### config.mk
export PLATFORM = sky130hd
export DESIGN_NAME = decode_stage
export DESIGN_NICKNAME = d
export VERILOG_FILES = /design/src/rtl/decode_stage.sv
export SDC_FILE = /design/constraint.sdc
export NUM_CORES = 1
export LEC_CHECK = 0
export BUFFER_PORTS_ARGS = -buffer_cell sky130_fd_sc_hd__buf_2
export CAP_MARGIN = 20
export CORE_MARGIN = 3
export CORE_UTILIZATION = 45
export DETAILED_ROUTE_END_ITERATION = 6
export PLACE_DENSITY = 0.71
export SLEW_MARGIN = 20
export SYNTH_ARGS = -nofsm -noshare
export SYNTH_HDL_FRONTEND = slang
export SYNTH_SLANG_ARGS = --single-unit
### constraint.sdc
create_clock -name clk -period 5.3 [get_ports clk]
set_input_delay 0.53 -clock clk [delete_from_list [all_inputs] [get_ports clk]]
set_output_delay 0.53 -clock clk [all_outputs]
set_load 0.05 [all_outputs]
### src/rtl/decode_stage.sv
// Registered RV32I(+M) instruction decoder between fetch and execute; one instruction per valid/ready handshake.
// Latency: 1 cycle (accept at edge N, out_valid=1 after edge N); sustains 1 instr/cycle in pass-through.
// Backpressure: in_ready = !out_valid || out_ready; outputs hold while out_valid && !out_ready; flush drops held and incoming.
//
// Ports: clk/rst_n (async active-low); flush; in_valid/in_ready/in_instr/in_pc from fetch;
//        out_valid/out_ready plus decoded payload (out_opcode, out_rd/rs1/rs2, use flags, out_illegal, out_pc)
//        to execute; illegal_count is a saturating count of accepted illegal instructions.

package opcodes_pkg;
    typedef enum logic [5:0] {
        OP_NOP, OP_ADD, OP_SUB, OP_SLL, OP_SLT, OP_SLTU, OP_XOR, OP_SRL, OP_SRA, OP_OR, OP_AND,
        OP_ADDI, OP_SLTI, OP_SLTIU, OP_XORI, OP_ORI, OP_ANDI, OP_SLLI, OP_SRLI, OP_SRAI,
        OP_LB, OP_LH, OP_LW, OP_LBU, OP_LHU, OP_SB, OP_SH, OP_SW,
        OP_BEQ, OP_BNE, OP_BLT, OP_BGE, OP_BLTU, OP_BGEU,
        OP_JAL, OP_JALR, OP_LUI, OP_AUIPC, OP_ECALL, OP_EBREAK,
        OP_MUL, OP_MULH, OP_MULHSU, OP_MULHU, OP_DIV, OP_DIVU, OP_REM, OP_REMU
    } opcode_out_t;
endpackage

module decode_stage
    import opcodes_pkg::*;
#(
    parameter int XLEN            = 32,
    parameter bit EN_M            = 1'b1,
    parameter int CNT_W           = 8,
    parameter bit ZERO_UNUSED_IDX = 1'b1
) (
    input  logic              clk,
    input  logic              rst_n,
    input  logic              flush,
    input  logic              in_valid,
    output logic              in_ready,
    input  logic [31:0]       in_instr,
    input  logic [XLEN-1:0]   in_pc,
    output logic              out_valid,
    input  logic              out_ready,
    output opcode_out_t       out_opcode,
    output logic [4:0]        out_rd,
    output logic [4:0]        out_rs1,
    output logic [4:0]        out_rs2,
    output logic              out_rd_wr,
    output logic              out_rs1_used,
    output logic              out_rs2_used,
    output logic              out_illegal,
    output logic [XLEN-1:0]   out_pc,
    output logic [CNT_W-1:0]  illegal_count
);

    logic [6:0]  opc;
    logic [2:0]  f3;
    logic [6:0]  f7;
    logic [4:0]  rd_fld;

    assign opc    = in_instr[6:0];
    assign f3     = in_instr[14:12];
    assign f7     = in_instr[31:25];
    assign rd_fld = in_instr[11:7];

    opcode_out_t dec_op;
    logic        dec_legal;
    logic        uses_rs1, uses_rs2, writes_rd;
    logic        dec_rs1_used, dec_rs2_used, dec_rd_wr;
    logic [4:0]  dec_rd, dec_rs1, dec_rs2;

    // Every opcode matched below ends in 2'b11, so a 7-bit match also enforces
    // the 32-bit encoding check on instr[1:0].
    always_comb begin
        dec_op    = OP_NOP;
        dec_legal = 1'b0;
        uses_rs1  = 1'b0;
        uses_rs2  = 1'b0;
        writes_rd = 1'b0;
        case (opc)
            7'b0110011: begin
                uses_rs1  = 1'b1;
                uses_rs2  = 1'b1;
                writes_rd = 1'b1;
                case (f7)
                    7'h00: begin
                        dec_legal = 1'b1;
                        case (f3)
                            3'b000:  dec_op = OP_ADD;
                            3'b001:  dec_op = OP_SLL;
                            3'b010:  dec_op = OP_SLT;
                            3'b011:  dec_op = OP_SLTU;
                            3'b100:  dec_op = OP_XOR;
                            3'b101:  dec_op = OP_SRL;
                            3'b110:  dec_op = OP_OR;
                            default: dec_op = OP_AND;
                        endcase
                    end
                    7'h20: begin
                        if (f3 == 3'b000) begin dec_op = OP_SUB; dec_legal = 1'b1; end
                        if (f3 == 3'b101) begin dec_op = OP_SRA; dec_legal = 1'b1; end
                    end
                    7'h01: begin
                        if (EN_M) begin
                            dec_legal = 1'b1;
                            case (f3)
                                3'b000:  dec_op = OP_MUL;
                                3'b001:  dec_op = OP_MULH;
                                3'b010:  dec_op = OP_MULHSU;
                                3'b011:  dec_op = OP_MULHU;
                                3'b100:  dec_op = OP_DIV;
                                3'b101:  dec_op = OP_DIVU;
                                3'b110:  dec_op = OP_REM;
                                default: dec_op = OP_REMU;
                            endcase
                        end
                    end
                    default: ;
                endcase
            end
            7'b0010011: begin
                uses_rs1  = 1'b1;
                writes_rd = 1'b1;
                dec_legal = 1'b1;
                case (f3)
                    3'b000:  dec_op = OP_ADDI;
                    3'b010:  dec_op = OP_SLTI;
                    3'b011:  dec_op = OP_SLTIU;
                    3'b100:  dec_op = OP_XORI;
                    3'b110:  dec_op = OP_ORI;
                    3'b111:  dec_op = OP_ANDI;
                    3'b001: begin
                        dec_op    = OP_SLLI;
                        dec_legal = (f7 == 7'h00);
                    end
                    default: begin
                        dec_op    = (f7 == 7'h20) ? OP_SRAI : OP_SRLI;
                        dec_legal = (f7 == 7'h00) || (f7 == 7'h20);
                    end
                endcase
            end
            7'b0000011: begin
                uses_rs1  = 1'b1;
                writes_rd = 1'b1;
                dec_legal = 1'b1;
                case (f3)
                    3'b000:  dec_op = OP_LB;
                    3'b001:  dec_op = OP_LH;
                    3'b010:  dec_op = OP_LW;
                    3'b100:  dec_op = OP_LBU;
                    3'b101:  dec_op = OP_LHU;
                    default: dec_legal = 1'b0;
                endcase
            end
            7'b0100011: begin
                uses_rs1  = 1'b1;
                uses_rs2  = 1'b1;
                dec_legal = 1'b1;
                case (f3)
                    3'b000:  dec_op = OP_SB;
                    3'b001:  dec_op = OP_SH;
                    3'b010:  dec_op = OP_SW;
                    default: dec_legal = 1'b0;
                endcase
            end
            7'b1100011: begin
                uses_rs1  = 1'b1;
                uses_rs2  = 1'b1;
                dec_legal = 1'b1;
                case (f3)
                    3'b000:  dec_op = OP_BEQ;
                    3'b001:  dec_op = OP_BNE;
                    3'b100:  dec_op = OP_BLT;
                    3'b101:  dec_op = OP_BGE;
                    3'b110:  dec_op = OP_BLTU;
                    3'b111:  dec_op = OP_BGEU;
                    default: dec_legal = 1'b0;
                endcase
            end
            7'b1100111: begin
                uses_rs1  = 1'b1;
                writes_rd = 1'b1;
                dec_op    = OP_JALR;
                dec_legal = (f3 == 3'b000);
            end
            7'b0110111: begin dec_op = OP_LUI;   writes_rd = 1'b1; dec_legal = 1'b1; end
            7'b0010111: begin dec_op = OP_AUIPC; writes_rd = 1'b1; dec_legal = 1'b1; end
            7'b1101111: begin dec_op = OP_JAL;   writes_rd = 1'b1; dec_legal = 1'b1; end
            7'b0001111: dec_legal = 1'b1;   // fences: no-op in this pipeline
            7'b1110011: begin
                // Only the exact ECALL/EBREAK words are accepted.
                if (in_instr[31:7] == 25'h0000000) begin dec_op = OP_ECALL;  dec_legal = 1'b1; end
                if (in_instr[31:7] == 25'h0002000) begin dec_op = OP_EBREAK; dec_legal = 1'b1; end
            end
            default: ;
        endcase
        if (!dec_legal) begin
            dec_op = OP_NOP;
        end
    end

    assign dec_rs1_used = dec_legal && uses_rs1;
    assign dec_rs2_used = dec_legal && uses_rs2;
    assign dec_rd_wr    = dec_legal && writes_rd && (rd_fld != 5'd0);

    assign dec_rd  = (ZERO_UNUSED_IDX && !dec_rd_wr)    ? 5'd0 : rd_fld;
    assign dec_rs1 = (ZERO_UNUSED_IDX && !dec_rs1_used) ? 5'd0 : in_instr[19:15];
    assign dec_rs2 = (ZERO_UNUSED_IDX && !dec_rs2_used) ? 5'd0 : in_instr[24:20];

    logic acc;
    assign in_ready = !out_valid || out_ready;
    assign acc      = in_valid && in_ready && !flush;

    always_ff @(posedge clk or negedge rst_n) begin
        if (!rst_n) begin
            out_valid     <= 1'b0;
            out_opcode    <= OP_NOP;
            out_rd        <= 5'd0;
            out_rs1       <= 5'd0;
            out_rs2       <= 5'd0;
            out_rd_wr     <= 1'b0;
            out_rs1_used  <= 1'b0;
            out_rs2_used  <= 1'b0;
            out_illegal   <= 1'b0;
            out_pc        <= '0;
            illegal_count <= '0;
        end else begin
            if (flush) begin
                out_valid <= 1'b0;
            end else if (acc) begin
                out_valid    <= 1'b1;
                out_opcode   <= dec_op;
                out_rd       <= dec_rd;
                out_rs1      <= dec_rs1;
                out_rs2      <= dec_rs2;
                out_rd_wr    <= dec_rd_wr;
                out_rs1_used <= dec_rs1_used;
                out_rs2_used <= dec_rs2_used;
                out_illegal  <= !dec_legal;
                out_pc       <= in_pc;
            end else if (out_ready) begin
                out_valid <= 1'b0;
            end
            if (acc && !dec_legal && (illegal_count != '1)) begin
                illegal_count <= illegal_count + 1'b1;
            end
        end
    end

endmodule

Word level (Yosys, flattened, before mapping)
Index checks and enable logic that the tools add are counted.
Word-level totals
  bits in registers: 66
  input bits: 69
  output and inout port bits: 67
  word-level logic and storage cells: 96
Cells by class
  add/sub/neg operators: 1
  equal/unequal tests: 22
  muxes and demuxes: 33
  bitwise logic cells: 1
  reduce and logical (&&, ||, !) cells: 28
Operators with widths (count)
  one-hot mux 6 bit (10 select lines): 1
  one-hot mux 6 bit (6 select lines): 1
  one-hot mux 5 bit (7 select lines): 1
  == test 7 x 6 -> 1 bit, second input constant: 4
  == test 7 bit, second input constant: 4
  one-hot mux 4 bit (7 select lines): 1
  == test 25 x 14 -> 1 bit, second input constant: 1
  logical NOT 25 bit: 1
  one-hot mux 5 bit (5 select lines): 1
  2-to-1 mux 6 bit: 4
  one-hot mux 3 bit (7 select lines): 1
  one-hot mux 6 bit (3 select lines): 1
  OR reduction 6 bit: 3
  2-to-1 mux 5 bit: 3
  one-hot mux 5 bit (3 select lines): 1
  == test 7 x 5 -> 1 bit, second input constant: 2
  2-to-1 mux 1 bit: 14
  == test 3 bit, second input constant: 4
  adder 8 x 1 -> 8 bit, second input constant: 1
  logical AND 1 bit: 8
  inequality test 8 bit, second input constant: 1
  one-hot mux 1 bit (8 select lines): 1
  == test 7 x 1 -> 1 bit, second input constant: 1
  == test 7 x 2 -> 1 bit, second input constant: 1
  other kinds (18): 24

Depth between registers and ports, before layout
Gate-level depths: netlist of the first run.
  depth after elaboration: 8
  gate-level depth with buffers: 8
  depth with buffers taken out: 6

Worst setup path before layout of the first run
No wires, ideal clock.
  path kind: input to register
  from: input port in_instr[26]
  to: register illegal_count[1]
  library setup time: 0.125 ns
  arrival time: 2.479 ns
  data required time: 5.175 ns
  setup slack: 2.697 ns
  stages on the path: 6
  buffers on the path: 0
  path through: or3_1 or4_1 nor4_4 a2111oi_4 nand2_1 mux2_2
Between the ends
  word-level cells in the longest chain between the ends: 7
  elaborated cells between the ends (all ways): 15
  those cells by class: 3 x eq/ne; 5 x mux; 7 x reduce/logical
Ends and longest elaborated chain
  start, declared: line 33  | input logic [31:0] in_instr,
  == test 7 x 1 -> 1 bit, or another cell as far along: line 78  | case (f7)
  OR reduction 2 bit (no line), or another cell as far along
  one-hot mux 1 bit (2 select lines), or another cell as far along: line 78
  one-hot mux 1 bit (8 select lines) (*): line 73  | case (opc)
  logical NOT 1 bit (*): line 237  | if (acc && !dec_legal && (illegal_count != '1)) begin
  logical AND 1 bit (*) (2 in series): line 237
  end signal, assigned: line 238  | illegal_count <= illegal_count + 1'b1;
  end, declared: line 46  | output logic [CNT_W-1:0] illegal_count
Every way passes the cells marked *; elsewhere a longest branch is shown, timed or not.
A chain may end at the register's enable or synchronous reset.

Final worst setup path of the first run
  from: input port in_instr[4]
  to: register out_rs2[3]
Between the ends
  word-level cells in the longest chain between the ends: 5
  elaborated cells between the ends (all ways): 17
  those cells by class: 11 x eq/ne; 3 x mux; 3 x reduce/logical
Ends and longest elaborated chain
  == test 7 bit, or another cell as far along: line 73
  OR reduction 4 bit (no line) or OR reduction 3 bit (tied branches)
  one-hot mux 1 bit (8 select lines) or 2-to-1 mux 1 bit (tied branches): line 73
  logical AND 1 bit (*): line 196  | assign dec_rs2_used = dec_legal && uses_rs2;
  2-to-1 mux 5 bit (*): line 201  | assign dec_rs2 = (ZERO_UNUSED_IDX && !dec_rs2_used) ? 5'd0 : in_instr[24:20];
  end signal, assigned: line 228  | out_rs2 <= dec_rs2;
  end, declared: line 40  | output logic [4:0] out_rs2,
Marks and branches as above.

==> impl_metrics.yaml, run 1 <==
cells_and_area:
  nets: 577
  diodes: 0
  area_delta_synth_final_pct: 26.7
  drive_above_1_share_pct: 32.9
  final_common_cell: "buf_2"
  final_cell_mix: "135 x buf_2, 119 x nand2_1, 66 x dfrtp_1"
power_and_ir_drop:
  power_density_mw_per_mm2: 331
  pwr-share-comb_pct: 31.1
  seq_power_share_pct: 42.0
  p_int_uw: 875
  p_leak_uw: 0.00226
  power.share.switching_pct: 38.9
  pwr-share-clk_pct: 26.9
  power_switching_uw: 558
  vdd_drop_max_mv: 0.252
critical_path:
  crit_required_ns: 5.57
  reg2reg_depth: 7
  crit_fanout: 18
  end_kind: "flop"
  arrival_ns: 2.90
  critPathKind: "input port to flop"
  crit_path_start_kind: "input port"
global_route:
  grt_overflow: 0
  antenna_found_initial: 0
  grt_pass1_wl_um: 15300
  grt_max_degree: 67
  grt_pass1_vias: 3021
  grt.total_usage_pct: 22.4
placement:
  gp_congestion: 0.900
  hpwl_um: 6910
  pre_cts_ws_ns: 2.35
  port_buffers: 135
routing:
  avgViaCountPerCell: 5.35
  ant_nets: 0
  routed_wl_um: 9480
  vias: 3260
  firstDrtPassIters: 4
  wl_per_cell_um: 15.6
  drc: 0
  drtIter0Drc: 132
sta:
  fin_setup_tns_ns: 0
  fin_crit_sh_pct: 49.5
  fin_crit_ns: 2.62
  fin_skew_ns: 0.00913
  drv_slew: 0
  hold_violations: 0
  tightest_slew_ns: 0.821
  fmax_mhz: 381
  slew_headroom_pct: 45.3
  setup_viol: 0
  fin_ws_ns: 2.68
  rsz0062_at_grt: "false"
synthesis:
  synth.distinct_cells: 59
  yosysTopAreaCell: "dfrtp_1"
  ys.flop_type: "dfrtp_1"
  ys_warn_count: 0
  netlist_top_cells_area: "dfrtp_1 48%, nand2_1 13%, a22o_1 4.1%, nor2_1 2.4%, o21ai_0 2.2%"
  synth_edf_count: 0
  synth_area_sq_mm: 0.00341
  ys_seq_area_share_pct: 48.4
  syn_nets: 451
  netlist.area_leader.share_pct: 48.4
  synth.avg_cell_area_sq_um: 8.96
  ys_async_sr_fraction_pct: 100
  synthCells: 381
  ys_seq_elements: 66
clock_network:
  postCtsSetupBuffers: 0
  path_clk_slew_ns: 0.07
  cts_sinks: 66
  cts_resized: 0
  cts_tree: "yes"
  cts_root_buf: "clkbuf_8"
  clock_latency_ns: 0.33
  hold_buffers: 0
  clk_path_buf_depth: 2
  cts_buffers: 9
  h-tree-depth: 3
floorplanning:
  fp.dieW_um: 93.1
  die_y_um: 93.1
  core_sq_mm: 0.00729
  initial_core_util_pct: 46.8
  num_rows: 31
  dieArea_sq_mm: 0.00867
  io_pins: 136
status:
  status: "completed"
flow_run:
  cap_violations: 0
min_path:
  hp-class: "input port to async pin"
## synthesized netlist by cell type (4+ instances only)
master / number
a21oi_1: 10
o21ai_0: 15
nor2b_1: 5
a22o_1: 16
nor3_1: 9
nand2b_1: 5
clkbuf_1: 18
nor2_1: 22
dfrtp_1: 66
nor4_1: 4
nand2_1: 119
nand3_1: 10
and3_1: 5
xnor2_1: 7
## state kept, by name, summed over array words and instances, names as in the netlist
name / cells
out_opcode: 6
out_rs2_used: 1
out_rs1_used: 1
out_pc: 32
out_illegal: 1
out_rs2: 5
illegal_count: 8
out_valid: 1
out_rs1: 5
out_rd: 5
out_rd_wr: 1
## worst paths after layout
kind	startpoint	end	slack, ns
max	in_instr[4]	out_rs2[3]	2.68
min	rst_n	out_pc[15]	0.37
max reg2reg	out_valid	illegal_count[1]	3.11
min reg2reg	out_pc[25]	out_pc[25]	0.47
max in group asynchronous	rst_n	out_pc[10]	4.39
min in group clk	in_pc[19]	out_pc[19]	0.38
## power by group through the flow
stage                     Combinational, uW  Clock (uW)  Sequential, uW
after floorplan                         117           0             811
after global placement                  443           0             608
after detailed placement                448           0             611
after CTS                               449         394             602
after global routing                    477         414             609
final                                   446         385             602
## metrics by stage
step	area, sq um	hold slack, ns	power (uW)	std cells	utilization [%]
after floorplan	3410	0.234	929	381	-
after global placement	4150	0.451	1050	595	56.9
after detailed placement	4150	0.457	1060	595	56.9
after CTS	4320	0.367	1440	609	59.3
after global routing	4320	0.372	1500	609	59.3
final	4320	0.366	1430	609	59.3
## worst max-delay path: stages
cell and delay [ns]:
buf_2 0.25, or4b_1 0.47, or4_4 0.44, nor4_4 0.47, a2111oi_4 0.15, a211oi_4 0.39
a22o_1 0.19
## layout make-up
class | instances | area (sq um)
Multi-Input combinational cell | 289 | 1660
Tap cell | 99 | 124
Fill cell | 688 | 2970
Sequential cell | 66 | 1650
Timing Repair Buffer | 138 | 698
Clock buffer | 12 | 165
Inverter | 3 | 11.3
Clock inverter | 2 | 12.5
## layer usage
metal | vias up | share of wire (%) | global-route usage, %
met5 | - | 0 | 0
met3 | 19 | 7.9 | 4.83
met2 | 132 | 45 | 34.5
met1 | 1520 | 44 | 30.1
met4 | 0 | 2.7 | 10.4
li1 | 1589 | - | -
## logic make-up (layout without fill, tap and decap cells)
kind of cell	after synthesis	in the layout	synth area share (%)
xor+xnor	9	9	2.31
compound gates	73	73	16.3
buf+inv	26	155	3.08
mux	1	1	0.330
fa+ha+maj	1	1	0.367
flops	66	66	48.4
simple gates	205	205	29.3
Power figures use the tool's default switching activity.
==> inputs of run 2 (changes only) <==
- ABC_AREA: unset -> 1
- clock period: 5.3 -> 2.67 ns (I/O delays scaled with it)
==> run 2 against run 1 <==
  * Routed wire length up 1.5%
  * Register-to-register slack worse by 2.4 ns
  * Synthesized area up 1.1%
  * Largest power group unchanged
  * Clock skew down 0.0051 ns
  * Sequential power up 98%
  * Power up 96%
  * Critical endpoint is now illegal_count[6]
==> impl_metrics.yaml, run 2 <==
synthesis:
  yosysTopAreaCell: "dfrtp_1"
  ys_warn_count: 0
  yosysMostFrequentCell: "nand2_1"
  ys_seq_elements: 66
  ys_async_sr_fraction_pct: 100
  synth.avg_cell_area_sq_um: 7.36
  synthCells: 469
  synth_edf_count: 0
  netlist.area_leader.share_pct: 47.9
  syn_nets: 539
  synth_area_sq_mm: 0.00345
  synth.distinct_cells: 31
  netlist_top_cells_area: "dfrtp_1 48%, nand2_1 23%, nor2_1 4.5%, nand3_1 4.2%, nand4_1 3.6%"
  ys_seq_area_share_pct: 47.9
  synthTopCellsByCount: "213 x nand2_1, 66 x dfrtp_1, 41 x nor2_1"
  ys.flop_type: "dfrtp_1"
status:
  status: "completed"
cells_and_area:
  largest_reg_flops: 32
  top_regs: "out_pc (32), illegal_count (8), out_opcode (6)"
  nets: 674
  diodes: 0
  regMostFlops: "out_pc"
  drive_above_1_share_pct: 28.9
  fillCellCount: 695
  final_common_cell: "nand2_1"
  area_delta_synth_final_pct: 27.3
  final_cell_mix: "212 x nand2_1, 135 x buf_2, 66 x dfrtp_1"
floorplanning:
  io_pins: 136
  initial_core_util_pct: 47.1
  dieArea_sq_mm: 0.00875
  core_sq_mm: 0.00733
  num_rows: 31
  die_y_um: 93.6
  fp.dieW_um: 93.6
sta:
  fin_setup_tns_ns: 0
  setup_viol: 0
  slew_headroom_pct: 57.8
  fin_crit_sh_pct: 75.1
  fin_skew_ns: 0.00400
  fin_ws_ns: 0.664
  hold_violations: 0
  drv_slew: 0
  fin_crit_ns: 2.01
  tightest_slew_ns: 0.632
  fmax_mhz: 499
  rsz0062_at_grt: "false"
critical_path:
  crit_fanout: 12
  slowest_delay_ns: 0.44
  cp_cell_sequence: "inv_1 > nor2_1 > inv_1 > nand2_2 > a31oi_1 > nand3_1 > nand2_1 > o21ai_2"
  path_common_cell: "inv_1"
  arrival_ns: 2.23
  crit_slowest_cell: "a31oi_1"
  crit_required_ns: 2.89
  crit_path_start_kind: "flop"
  critPathKind: "flop to flop"
  end_kind: "flop"
clock_network:
  cts_sinks: 66
  h-tree-depth: 3
  hold_buffers: 1
  postCtsSetupBuffers: 0
  clk_path_buf_depth: 2
  clock_latency_ns: 0.34
  cts_buffers: 9
  cts_tree: "yes"
  path_clk_slew_ns: 0.07
  cts_resized: 0
  cts_root_buf: "clkbuf_8"
power_and_ir_drop:
  power.share.switching_pct: 40.2
  pwr-share-clk_pct: 26.7
  seq_power_share_pct: 42.4
  power_switching_uw: 1130
  p_int_uw: 1680
  power_density_mw_per_mm2: 641
  vdd_drop_max_mv: 0.522
  power_uw: 2810
  pwr-share-comb_pct: 30.9
  p_leak_uw: 0.00255
placement:
  pre_cts_ws_ns: 0.702
  hpwl_um: 7110
  port_buffers: 135
  gp_congestion: 0.925
routing:
  vias: 3522
  wl_met2_um: 4280
  drc: 0
  firstDrtPassIters: 4
  met3_wirelength_um: 798
  routed_wl_um: 9620
  ant_nets: 0
  wl_per_cell_um: 13.6
  topRoutingLayerUsed: "met4"
  drtIter0Drc: 218
  wl_met1_um: 4390
  avgViaCountPerCell: 4.97
global_route:
  antenna_found_initial: 0
  grt.total_usage_pct: 22.0
  grt_overflow: 0
  grt_pass1_vias: 3154
  grt_pass1_wl_um: 15200
  grt_max_degree: 50
flow_run:
  cap_violations: 0
min_path:
  hp-class: "input port to flop"
## run 2: cell count changes in the layout (fill, tap and decap cells not counted), moves of 5 or more
cell and change:
nand2_1 +93, a22o_1 -16, nand2b_1 -5, xnor2_1 -5
nand3_1 +19, nor2b_1 -5, inv_1 +22, nand4_1 +17
nor2_1 +19
## run 2: critical path: cells and delay by family (launching register included)
kind                   cells  cell delay, ns
DFF                        1            0.38
AOI/OAI and AO/OA          2            0.50
and+or+nand+nor            4            0.84
buffers and inverters      2            0.15
## run 2: cells by family after synthesis
logic type / after synthesis / synth area share, %
fa+ha+maj: 1 / 0.363
xor+xnor: 6 / 1.52
compound gates: 26 / 4.28
buf+inv: 45 / 5.95
flops: 66 / 47.9
simple gates: 325 / 40.0
## run 2: layout make-up
type | count | area, sq um | area share (%)
Inverter | 28 | 105 | 2.39
Clock buffer | 10 | 138 | 3.13
Sequential cell | 66 | 1650 | 37.6
Tap cell | 99 | 124 | 2.82
Multi-Input combinational cell | 358 | 1600 | 36.3
Clock inverter | 6 | 41.3 | 0.940
Timing Repair Buffer | 141 | 736 | 16.8
## run 2: per-layer routing
metal | GRT usage [%] | up-vias
li1 | - | 1759
met1 | 31.7 | 1605
met2 | 31.4 | 144
met3 | 7.00 | 14
met4 | 6.98 | 0
met5 | 0 | -
## run 2: worst paths after layout
path                       startpoint          endpoint  slack (ns)  cells after the start
setup / recovery            out_valid  illegal_count[6]        0.66                      8
hold / removal                  flush         out_valid        0.09                      2
setup reg to reg            out_valid  illegal_count[6]        0.66                      8
hold reg to reg            out_pc[24]        out_pc[24]        0.47                      2
max in group asynchronous       rst_n  illegal_count[5]        1.57                      3
min in group asynchronous       rst_n        out_pc[13]        0.48                      2
## run 2: per-stage QoR
stage,hold WS (ns),util [%],instances,area [sq um]
finish,0.0889,59.9,708,4390
global route,0.0807,59.9,708,4390
CTS,0.0701,59.9,708,4390
detailed placement,0.325,57.3,691,4200
global placement,0.332,57.3,691,4200
floorplan,-0.0286,-,469,3450
## run 2: power by group through the flow
stage / clock network (uW) / registers (uW) / logic [uW]
global route: 818 / 1210 / 933
CTS: 775 / 1190 / 876
detailed placement: 0 / 1210 / 874
global placement: 0 / 1200 / 865
floorplan: 0 / 1600 / 231
finish: 752 / 1190 / 870
